$ cat config.mk
export PLATFORM = sky130hd
export DESIGN_NAME = chess_clock_ctrl
export DESIGN_NICKNAME = d
export VERILOG_FILES = /design/src/rtl/chess_clock_ctrl.sv
export SDC_FILE = /design/constraint.sdc
export NUM_CORES = 1
export LEC_CHECK = 0
export BUFFER_PORTS_ARGS = -buffer_cell sky130_fd_sc_hd__buf_2
export CORE_AREA = 8 8 122 124
export DETAILED_ROUTE_END_ITERATION = 8
export DIE_AREA = 0 0 130 132
export MAX_ROUTING_LAYER = met4
export PLACE_DENSITY = 0.7
export SYNTH_ARGS = -nofsm -noshare
export SYNTH_HDL_FRONTEND = slang
export SYNTH_SLANG_ARGS = --single-unit
$ cat constraint.sdc
create_clock -name clk -period 3.7 [get_ports clk]
set_input_delay 0.185 -clock clk [delete_from_list [all_inputs] [get_ports clk]]
set_output_delay 0.185 -clock clk [all_outputs]
set_load 0.05 [all_outputs]
$ cat src/rtl/chess_clock_ctrl.sv
// Two-player BCD mm:ss chess clock: IDLE time editing, alternating run, pause, flag on timeout.
// Define FISCHER_INC_EN to build the turn-end increment of INC_SEC seconds (saturating at 99:59).
module chess_clock_ctrl #(
  parameter int CLK_HZ      = 100000000,
  parameter int DEFAULT_MIN = 5,
  parameter int INC_SEC     = 0
) (
  input  logic       clk,
  input  logic       rst_n,
  input  logic       clr,
  input  logic       sw,
  input  logic       sel,
  input  logic       btn_p0,
  input  logic       btn_p1,
  input  logic       min_up,
  input  logic       sec_up,
  input  logic       min_dn,
  input  logic       sec_dn,
  output logic [3:0] disp_m2,
  output logic [3:0] disp_m1,
  output logic [3:0] disp_s2,
  output logic [3:0] disp_s1,
  output logic       active,
  output logic       running,
  output logic       flag0,
  output logic       flag1
);

  localparam int PW = (CLK_HZ > 1) ? $clog2(CLK_HZ) : 1;
  localparam logic [PW-1:0] PRESC_TOP = PW'(CLK_HZ - 1);
  // Out-of-range parameters fall back to a 00:00 start time rather than invalid BCD.
  localparam bit PARAMS_OK = (DEFAULT_MIN >= 0) && (DEFAULT_MIN <= 99) &&
                             (INC_SEC >= 0) && (INC_SEC <= 59);
  localparam logic [15:0] DEF_TIME = PARAMS_OK ?
    {4'(DEFAULT_MIN / 10), 4'(DEFAULT_MIN % 10), 8'h00} : 16'h0000;

  typedef enum logic [2:0] {IDLE, RUN_P0, RUN_P1, PAUSE, FLAG} state_t;

  state_t          state, stateNext;
  logic [15:0]     t0, t1, t0Next, t1Next;
  logic [15:0]     dispT;
  logic [PW-1:0]   presc, prescNext;
  logic            act, actNext;
  logic            flg0, flg1, flg0Next, flg1Next;
  logic [5:0]      prevLvl, btnLvl, btnPulse;
  logic            pBtn0, pBtn1, pMinUp, pSecUp, pMinDn, pSecDn;
  logic            tick, runner, timeUp;
  logic [15:0]     editT, runT;

  // Times are packed {m2, m1, s2, s1}, one BCD digit per nibble.
  function automatic logic [15:0] secUp(input logic [15:0] t);
    logic [15:0] r;
    r = t;
    if (t[7:0] == 8'h59) r[7:0] = 8'h00;
    else if (t[3:0] == 4'd9) begin
      r[7:4] = t[7:4] + 4'd1;
      r[3:0] = 4'd0;
    end else r[3:0] = t[3:0] + 4'd1;
    return r;
  endfunction

  function automatic logic [15:0] secDn(input logic [15:0] t);
    logic [15:0] r;
    r = t;
    if (t[7:0] == 8'h00) r[7:0] = 8'h59;
    else if (t[3:0] == 4'd0) begin
      r[7:4] = t[7:4] - 4'd1;
      r[3:0] = 4'd9;
    end else r[3:0] = t[3:0] - 4'd1;
    return r;
  endfunction

  function automatic logic [15:0] minUp(input logic [15:0] t);
    logic [15:0] r;
    r = t;
    if (t[15:8] == 8'h99) r[15:8] = 8'h00;
    else if (t[11:8] == 4'd9) begin
      r[15:12] = t[15:12] + 4'd1;
      r[11:8]  = 4'd0;
    end else r[11:8] = t[11:8] + 4'd1;
    return r;
  endfunction

  function automatic logic [15:0] minDn(input logic [15:0] t);
    logic [15:0] r;
    r = t;
    if (t[15:8] == 8'h00) r[15:8] = 8'h99;
    else if (t[11:8] == 4'd0) begin
      r[15:12] = t[15:12] - 4'd1;
      r[11:8]  = 4'd9;
    end else r[11:8] = t[11:8] - 4'd1;
    return r;
  endfunction

  // One-second countdown with borrow s1 -> s2 -> m1 -> m2; never called on 00:00.
  function automatic logic [15:0] tickDec(input logic [15:0] t);
    logic [15:0] r;
    r = t;
    if (t[3:0] != 4'd0) r[3:0] = t[3:0] - 4'd1;
    else begin
      r[3:0] = 4'd9;
      if (t[7:4] != 4'd0) r[7:4] = t[7:4] - 4'd1;
      else begin
        r[7:4] = 4'd5;
        if (t[11:8] != 4'd0) r[11:8] = t[11:8] - 4'd1;
        else begin
          r[11:8]  = 4'd9;
          r[15:12] = t[15:12] - 4'd1;
        end
      end
    end
    return r;
  endfunction

`ifdef FISCHER_INC_EN
  localparam logic [7:0] INC8 = 8'(INC_SEC);

  function automatic logic [15:0] addInc(input logic [15:0] t);
    logic [7:0] secs, mins;
    secs = 8'(t[7:4]) * 8'd10 + 8'(t[3:0]) + INC8;
    mins = 8'(t[15:12]) * 8'd10 + 8'(t[11:8]);
    if (secs >= 8'd60) begin
      secs = secs - 8'd60;
      mins = mins + 8'd1;
    end
    if (mins > 8'd99) return 16'h9959;
    return {4'(mins / 8'd10), 4'(mins % 8'd10), 4'(secs / 8'd10), 4'(secs % 8'd10)};
  endfunction
`endif

  assign btnLvl   = {btn_p0, btn_p1, min_up, sec_up, min_dn, sec_dn};
  assign btnPulse = btnLvl & ~prevLvl;
  assign pBtn0    = btnPulse[5];
  assign pBtn1    = btnPulse[4];
  assign pMinUp   = btnPulse[3];
  assign pSecUp   = btnPulse[2];
  assign pMinDn   = btnPulse[1];
  assign pSecDn   = btnPulse[0];

  assign tick = ((state == RUN_P0) || (state == RUN_P1)) && (presc == PRESC_TOP);

  always_comb begin
    stateNext = state;
    t0Next    = t0;
    t1Next    = t1;
    actNext   = act;
    flg0Next  = flg0;
    flg1Next  = flg1;
    prescNext = '0;
    editT     = '0;
    runT      = '0;
    runner    = 1'b0;
    timeUp    = 1'b0;
    if (clr) begin
      stateNext = IDLE;
      t0Next    = DEF_TIME;
      t1Next    = DEF_TIME;
      actNext   = 1'b0;
      flg0Next  = 1'b0;
      flg1Next  = 1'b0;
    end else begin
      case (state)
        IDLE: begin
          actNext = sel;
          editT   = sel ? t1 : t0;
          if (pSecUp) editT = secUp(editT);
          if (pSecDn) editT = secDn(editT);
          if (pMinUp) editT = minUp(editT);
          if (pMinDn) editT = minDn(editT);
          if (sel) t1Next = editT;
          else     t0Next = editT;
          if (sw && (pBtn0 || pBtn1)) begin
            // A press starts the opponent; P0's press wins a tie, so P1 runs.
            runner  = pBtn0;
            actNext = runner;
            runT    = runner ? t1Next : t0Next;
            if (runT == '0) begin
              stateNext = FLAG;
              if (runner) flg1Next = 1'b1;
              else        flg0Next = 1'b1;
            end else stateNext = runner ? RUN_P1 : RUN_P0;
          end
        end
        RUN_P0, RUN_P1: begin
          runner    = (state == RUN_P1);
          runT      = runner ? t1 : t0;
          prescNext = tick ? '0 : presc + 1'b1;
          if (tick) begin
            if (runT == '0) timeUp = 1'b1;
            else begin
              runT   = tickDec(runT);
              timeUp = (runT == '0);
            end
          end
          if (timeUp) begin
            stateNext = FLAG;
            if (runner) flg1Next = 1'b1;
            else        flg0Next = 1'b1;
          end else if (!sw) begin
            stateNext = PAUSE;
          end else if (runner ? pBtn1 : pBtn0) begin
`ifdef FISCHER_INC_EN
            runT = addInc(runT);
`endif
            stateNext = runner ? RUN_P0 : RUN_P1;
            actNext   = ~runner;
            prescNext = '0;
          end
          if (runner) t1Next = runT;
          else        t0Next = runT;
        end
        PAUSE: begin
          if (sw) stateNext = act ? RUN_P1 : RUN_P0;
        end
        FLAG: begin
        end
        default: stateNext = IDLE;
      endcase
    end
  end

  always_ff @(posedge clk or negedge rst_n) begin
    if (!rst_n) begin
      state   <= IDLE;
      t0      <= DEF_TIME;
      t1      <= DEF_TIME;
      presc   <= '0;
      act     <= 1'b0;
      flg0    <= 1'b0;
      flg1    <= 1'b0;
      prevLvl <= '0;
      dispT   <= DEF_TIME;
    end else begin
      state   <= stateNext;
      t0      <= t0Next;
      t1      <= t1Next;
      presc   <= prescNext;
      act     <= actNext;
      flg0    <= flg0Next;
      flg1    <= flg1Next;
      prevLvl <= clr ? '0 : btnLvl;
      dispT   <= clr ? DEF_TIME : (((state == IDLE) ? sel : act) ? t1 : t0);
    end
  end

  assign disp_m2 = dispT[15:12];
  assign disp_m1 = dispT[11:8];
  assign disp_s2 = dispT[7:4];
  assign disp_s1 = dispT[3:0];
  assign active  = act;
  assign running = (state == RUN_P0) || (state == RUN_P1);
  assign flag0   = flg0;
  assign flag1   = flg1;

endmodule
==> results of run 1 <==
metrics by stage:
step / total power, mW / std cells
finish: 5.464 / 1101
global route: 5.814 / 1101
CTS: 5.346 / 1099
detailed placement: 4.430 / 1082
global placement: 4.368 / 1082
floorplan: 3.474 / 864
sequential cells by signal, indices dropped and copies added (netlist names), 3 cells and up:
signal and cells:
presc 27, dispT 16, t0 16, t1 16, prevLvl 6, state 3
cell type report:
cell class | instances | area share, %
Inverter | 17 | 0.7894
Sequential cell | 87 | 27.02
Clock inverter | 7 | 0.7429
Tap cell | 176 | 2.724
Multi-Input combinational cell | 699 | 56.86
Timing Repair Buffer | 106 | 9.070
Clock buffer | 9 | 2.786
power by group through the flow:
stage               combinational [mW]  sequential, mW  clock (mW)
global placement                  3.07            1.30           0
floorplan                         2.04            1.43           0
detailed placement                3.13            1.30           0
CTS                               3.16            1.29       0.903
finish                            3.27            1.30       0.894
global route                      3.56            1.32       0.939
cell usage after synthesis (19+ instances only):
library cell,count,area [µm²]
nor2_1,115,431.7
nand2_1,90,337.8
dfrtp_1,81,2027
o21ai_0,50,250.2
clkbuf_1,44,165.2
mux2i_1,44,440.4
a21oi_1,39,195.2
nor3_1,31,155.2
nand3_1,28,140.1
mux2_2,21,236.5
xnor2_1,20,175.2
xor2_1,20,175.2
nand4_1,19,118.9
worst max-delay path, cell delays in order (launching register included):
cell      delay [ps]
dfrtp_1          410
mux2i_2          240
inv_2             90
ha_4             190
and4b_1          220
a31oi_4          230
nor2b_1          160
mux2_2           180
inv_1             70
ha_2             200
nor2_1           110
a21oi_1           90
o41a_1           360
o32ai_4          290
buf_6            160
o221ai_4         130
o41ai_2          330
repair_timing:
action                     CTS  global route
pin swaps                    1             5
gates cloned                 0             0
gates resized for setup      5            18
setup endpoints to repair    5             5
setup buffers                0             2
hold buffers                 1             0
hold endpoints to repair    62             0
cell families after synthesis:
family	share of synthesized area, %
fa+ha+maj	2.865
xor+xnor	5.013
buf+inv	4.655
simple gates	26.86
compound gates	19.07
mux	10.28
flops	31.26
worst min-delay path by stage:
stage / end / slack (ps) / depth (start not counted)
after global routing: prevLvl[4]$_DFF_PN0_ / 70 / 2
after detailed placement: dispT[15]$_DFF_PN0_ / 350 / 1
final: prevLvl[4]$_DFF_PN0_ / 60 / 2
after floorplan: active$_DFFE_PN0P_ / -110 / 0
after global placement: dispT[15]$_DFF_PN0_ / 340 / 1
after CTS: prevLvl[4]$_DFF_PN0_ / 60 / 2
layer usage:
layer	part of all wire, %	up-vias	track usage (%)	wire length, µm
li1	-	3234	-	-
met1	42	3308	31.07	8711
met2	48	334	40.52	10040
met3	7.2	48	3.236	1500
met4	2.5	0	10.91	526
met5	0	-	-	0
==> results.ini, run 1 <==
[setup_path]
cp-startpoint = t0[12]$_DFFE_PN0P_
worstPathRequired_ps = 3950
rr_startpoint = t0[12]$_DFFE_PN0P_
ff2ff_path_depth = 16
crit_path_end = state[2]$_DFFE_PN0P_
startpoint_type = register
critPathArrivalTime_ps = 3790
r2r_slack_ps = 150
r2r_end = state[2]$_DFFE_PN0P_
critPathKind = register to register
path_max_fanout = 5
end_kind = register

[pwr]
p_seq_share_pct = 23.7
p_per_area_nw_per_um2 = 675.9
power_switching_mw = 2.610
internal_power_mw = 2.854
switching_share_pct = 47.76
clkPwrFrac_pct = 16.4
comb_power_share_pct = 59.9
p_leak_nw = 3.536
ir_drop_mv = 0.3309

[min_path]
hp-class = input port to register
hold_path_startpoint = btn_p1

[finish]
n_antenna_cell = 0
final_common_cell = nor2_1
nFillCells = 1130
regArea_um2 = 2185
multi_input_area_um2 = 4597
final_util_pct = 62.28
area_growth_pct = 15.68
final_cell_mix = 114 x nor2_1, 89 x nand2_1, 81 x dfrtp_1
drive_gt1_share_pct = 19.78
fin_area_um2 = 8084
final_nets = 947

[drt]
num_vias = 6924
ant_nets = 0
drt_iter0_drc = 917
wl_per_cell_um = 18.87
vias_per_cell = 6.289
drc = 0
drtPass1Iterations = 6
wl_mm = 20.78

[floorplan]
placementRows = 42
die_height_um = 132
die_w_um = 130
pin_count = 31
core_um2 = 12980
start_util_pct = 53.84
die_area_um2 = 17160

[placed_design]
place_area_um2 = 7651
hpwl_mm = 14.84
routabilityCongestion = 0.9953
io_buffers = 30
dp_slack_ps = -353.7

[timing]
hold_viol_final = 0
fin_crit_sh_pct = 95.82
tightestPinTransition_ps = 1133
period_needed_ps = 3545
slew_headroom_pct = 23.92
final.setup_skew_ps = 7.038
setup_slack_ps = 154.7
timing.fmax_ghz = 0.2821
whs_ps = 61.92
fin_tns_setup_ps = 0
drv_slew = 0
setup_viol = 0
rsz0062_at_grt = yes

[yosys]
synth-main-ff-cell = dfrtp_1
synth_edf_count = 0
syn_avg_cell_area_um2 = 8.088
yosysUniqueCellTypes = 80
postSynthCellCount = 864
ys_async_sr_fraction_pct = 100.0
synth_seq_cells = 87
yosysWarnings = 0
ys_seq_area_share_pct = 31.26
synth_fp_nets = 891
syn-cell-area_um2 = 6988

[cts]
root_buffer = clkbuf_16
cts_tree = yes
clk_pin_slew_ps = 70
clock-sinks = 87
numCtsBuffers = 9
h-tree-depth = 3
clockBufferDepth = 2
clock_latency_ps = 350

[grt]
antenna_found_initial = 0
grt_pass1_vias = 6761
overflow = 0
grt_max_degree = 68
grtUsageTotal_pct = 25.22
grt_pass1_wl_mm = 33.93

[outcome]
status = finished, final reports clean

[run]
maxCapViolations = 0

(Power assumes the default switching activity.)
==> inputs of run 2 (changes only) <==
--- a/config.mk
+++ b/config.mk
@@ -9,6 +9,7 @@
 export CORE_AREA = 8 8 122 124
 export DETAILED_ROUTE_END_ITERATION = 8
 export DIE_AREA = 0 0 130 132
+export GPL_ROUTABILITY_DRIVEN = 1
 export MAX_ROUTING_LAYER = met4
 export PLACE_DENSITY = 0.7
 export SYNTH_ARGS = -nofsm -noshare
==> constraint.sdc (replaced) <==
create_clock -name clk -period 3.7 [get_ports clk]
set_input_delay 0.37 -clock clk [delete_from_list [all_inputs] [get_ports clk]]
set_output_delay 0.37 -clock clk [all_outputs]
set_load 0.05 [all_outputs]
==> run 2 against run 1 <==
  * Register-to-register slack better by 40 ps
  * Maximum frequency is 1.2% higher
  * First-iteration DRC count is 45% lower
  * Count of clock-buffer cells in the layout is 3 higher
  * Combinational power is 3% lower
  * Sequential share of layout area is 0.34 points higher
  * Worst hold slack better by 100 ps
  * Clock power is 0.7% higher
  * Die area stayed put
  * Global-route usage hardly changed
  * Wire length is 0.32% higher
==> results.ini, run 2 (synthesis gave the netlist of run 1 again) <==
[cts]
clockBufferDepth = 2
numCtsBuffers = 9
ctsResizeCount = 0
cts_hold_buffers = 0
root_buffer = clkbuf_16
clock-sinks = 87
clock_latency_ps = 350
clk_pin_slew_ps = 60
cts_tree = yes
h-tree-depth = 3
cts_setup_buffers = 0

[pwr]
ir_drop_mv = 0.3796
p_per_area_nw_per_um2 = 681.2
p_leak_nw = 3.518

[drt]
drtPass1Iterations = 9
drc = 0
wl_per_cell_um = 18.93
num_vias = 6913
drt_iter0_drc = 500
ant_nets = 0
vias_per_cell = 6.279
wl_mm = 20.84

[setup_path]
critPathArrivalTime_ps = 3750
worstPathRequired_ps = 3940
cp-startpoint = state[2]$_DFFE_PN0P_
rr_startpoint = state[2]$_DFFE_PN0P_
r2r_slack_ps = 200
ff2ff_path_depth = 11
critPathKind = register to register
end_kind = register
startpoint_type = register
path_max_fanout = 7
r2r_end = state[0]$_DFFE_PN0P_

[finish]
largest_register_ffs = 27
regMostFlops = presc
final_cell_mix = 114 x nor2_1, 90 x nand2_1, 81 x dfrtp_1
final_nets = 947
n_antenna_cell = 0
area_growth_pct = 14.25
fin_area_um2 = 7984
drive_gt1_share_pct = 18.59
final_common_cell = nor2_1

[timing]
rsz0062_at_grt = no
fin_crit_sh_pct = 94.68
setup_viol = 0
tightestPinTransition_ps = 1117
drv_slew = 0
period_needed_ps = 3503
setup_slack_ps = 196.9
timing.fmax_ghz = 0.2855
final.setup_skew_ps = 9.194
hold_viol_final = 0
slew_headroom_pct = 25.33

[floorplan]
placementRows = 42
die_height_um = 132
core_um2 = 12980
pin_count = 31
die_area_um2 = 17160
die_w_um = 130
start_util_pct = 53.84

[min_path]
hp-class = input port to asynchronous set/reset pin

[placed_design]
place_area_um2 = 7697
hpwl_mm = 14.94
routabilityCongestion = 0.9452
io_buffers = 30
dp_slack_ps = -100.7

[run]
maxCapViolations = 0

[grt]
antenna_found_initial = 0
overflow = 0
grtUsageTotal_pct = 25.21
grt_pass1_wl_mm = 33.84
grt_pass1_vias = 6752
grt_max_degree = 73

[outcome]
status = finished, final reports clean

[run 2: cell type report]
class | count | area [µm²]
Clock buffer | 12 | 236.5
Multi-Input combinational cell | 699 | 4508
Clock inverter | 4 | 47.55
Inverter | 17 | 63.81
Fill cell | 1168 | 4996
Sequential cell | 87 | 2185
Timing Repair Buffer | 106 | 723.2
Tap cell | 176 | 220.2
[run 2: through the flow]
| stage | utilization [%] | hold WS (ps) | total power [mW] | setup TNS (ps) | std cells |
|---|---|---|---|---|---|
| after floorplan | - | 74.41 | 3.490 | 0 | 864 |
| after detailed placement | 59.30 | 498.1 | 4.468 | -197.1 | 1085 |
| after CTS | 61.49 | 201.5 | 5.384 | 0 | 1101 |
| after global placement | 59.30 | 464.9 | 4.411 | 0 | 1085 |
| after global routing | 61.51 | 248.8 | 5.764 | 0 | 1101 |
| final | 61.51 | 163.7 | 5.438 | 0 | 1101 |
[run 2: metal layers]
layer | part of all wire (%) | track usage [%]
met1 | 42 | 30.32
met4 | 3.3 | 11.43
met2 | 49 | 40.52
met3 | 6.4 | 4.086
met5 | 0 | -
[run 2: worst max-delay path by stage]
| stage | depth (start not counted) | slack (ps) | endpoint |
|---|---|---|---|
| final | 11 | 200 | state[0]$_DFFE_PN0P_ |
| after global routing | 14 | 40 | state[2]$_DFFE_PN0P_ |
| after CTS | 11 | 230 | state[0]$_DFFE_PN0P_ |
| after detailed placement | 14 | -100 | state[2]$_DFFE_PN0P_ |
| after global placement | 14 | 60 | state[0]$_DFFE_PN0P_ |
| after floorplan | 18 | 20 | state[0]$_DFFE_PN0P_ |
[run 2: critical path, stage by stage (launching register included)]
cell and delay, ps:
dfrtp_1 420, or3b_1 450, mux2i_2 280, ha_1 350
o211a_1 260, nand2b_1 130, mux2i_1 170, or4_1 550
a21oi_2 310, o21ai_1 100, o2bb2ai_1 130, a41o_2 230
[run 2: power breakdown]
| part | switching (mW) | internal, mW |
|---|---|---|
| combinational | 1.95 | 1.22 |
| clock | 0.378 | 0.522 |
| sequential | 0.231 | 1.14 |
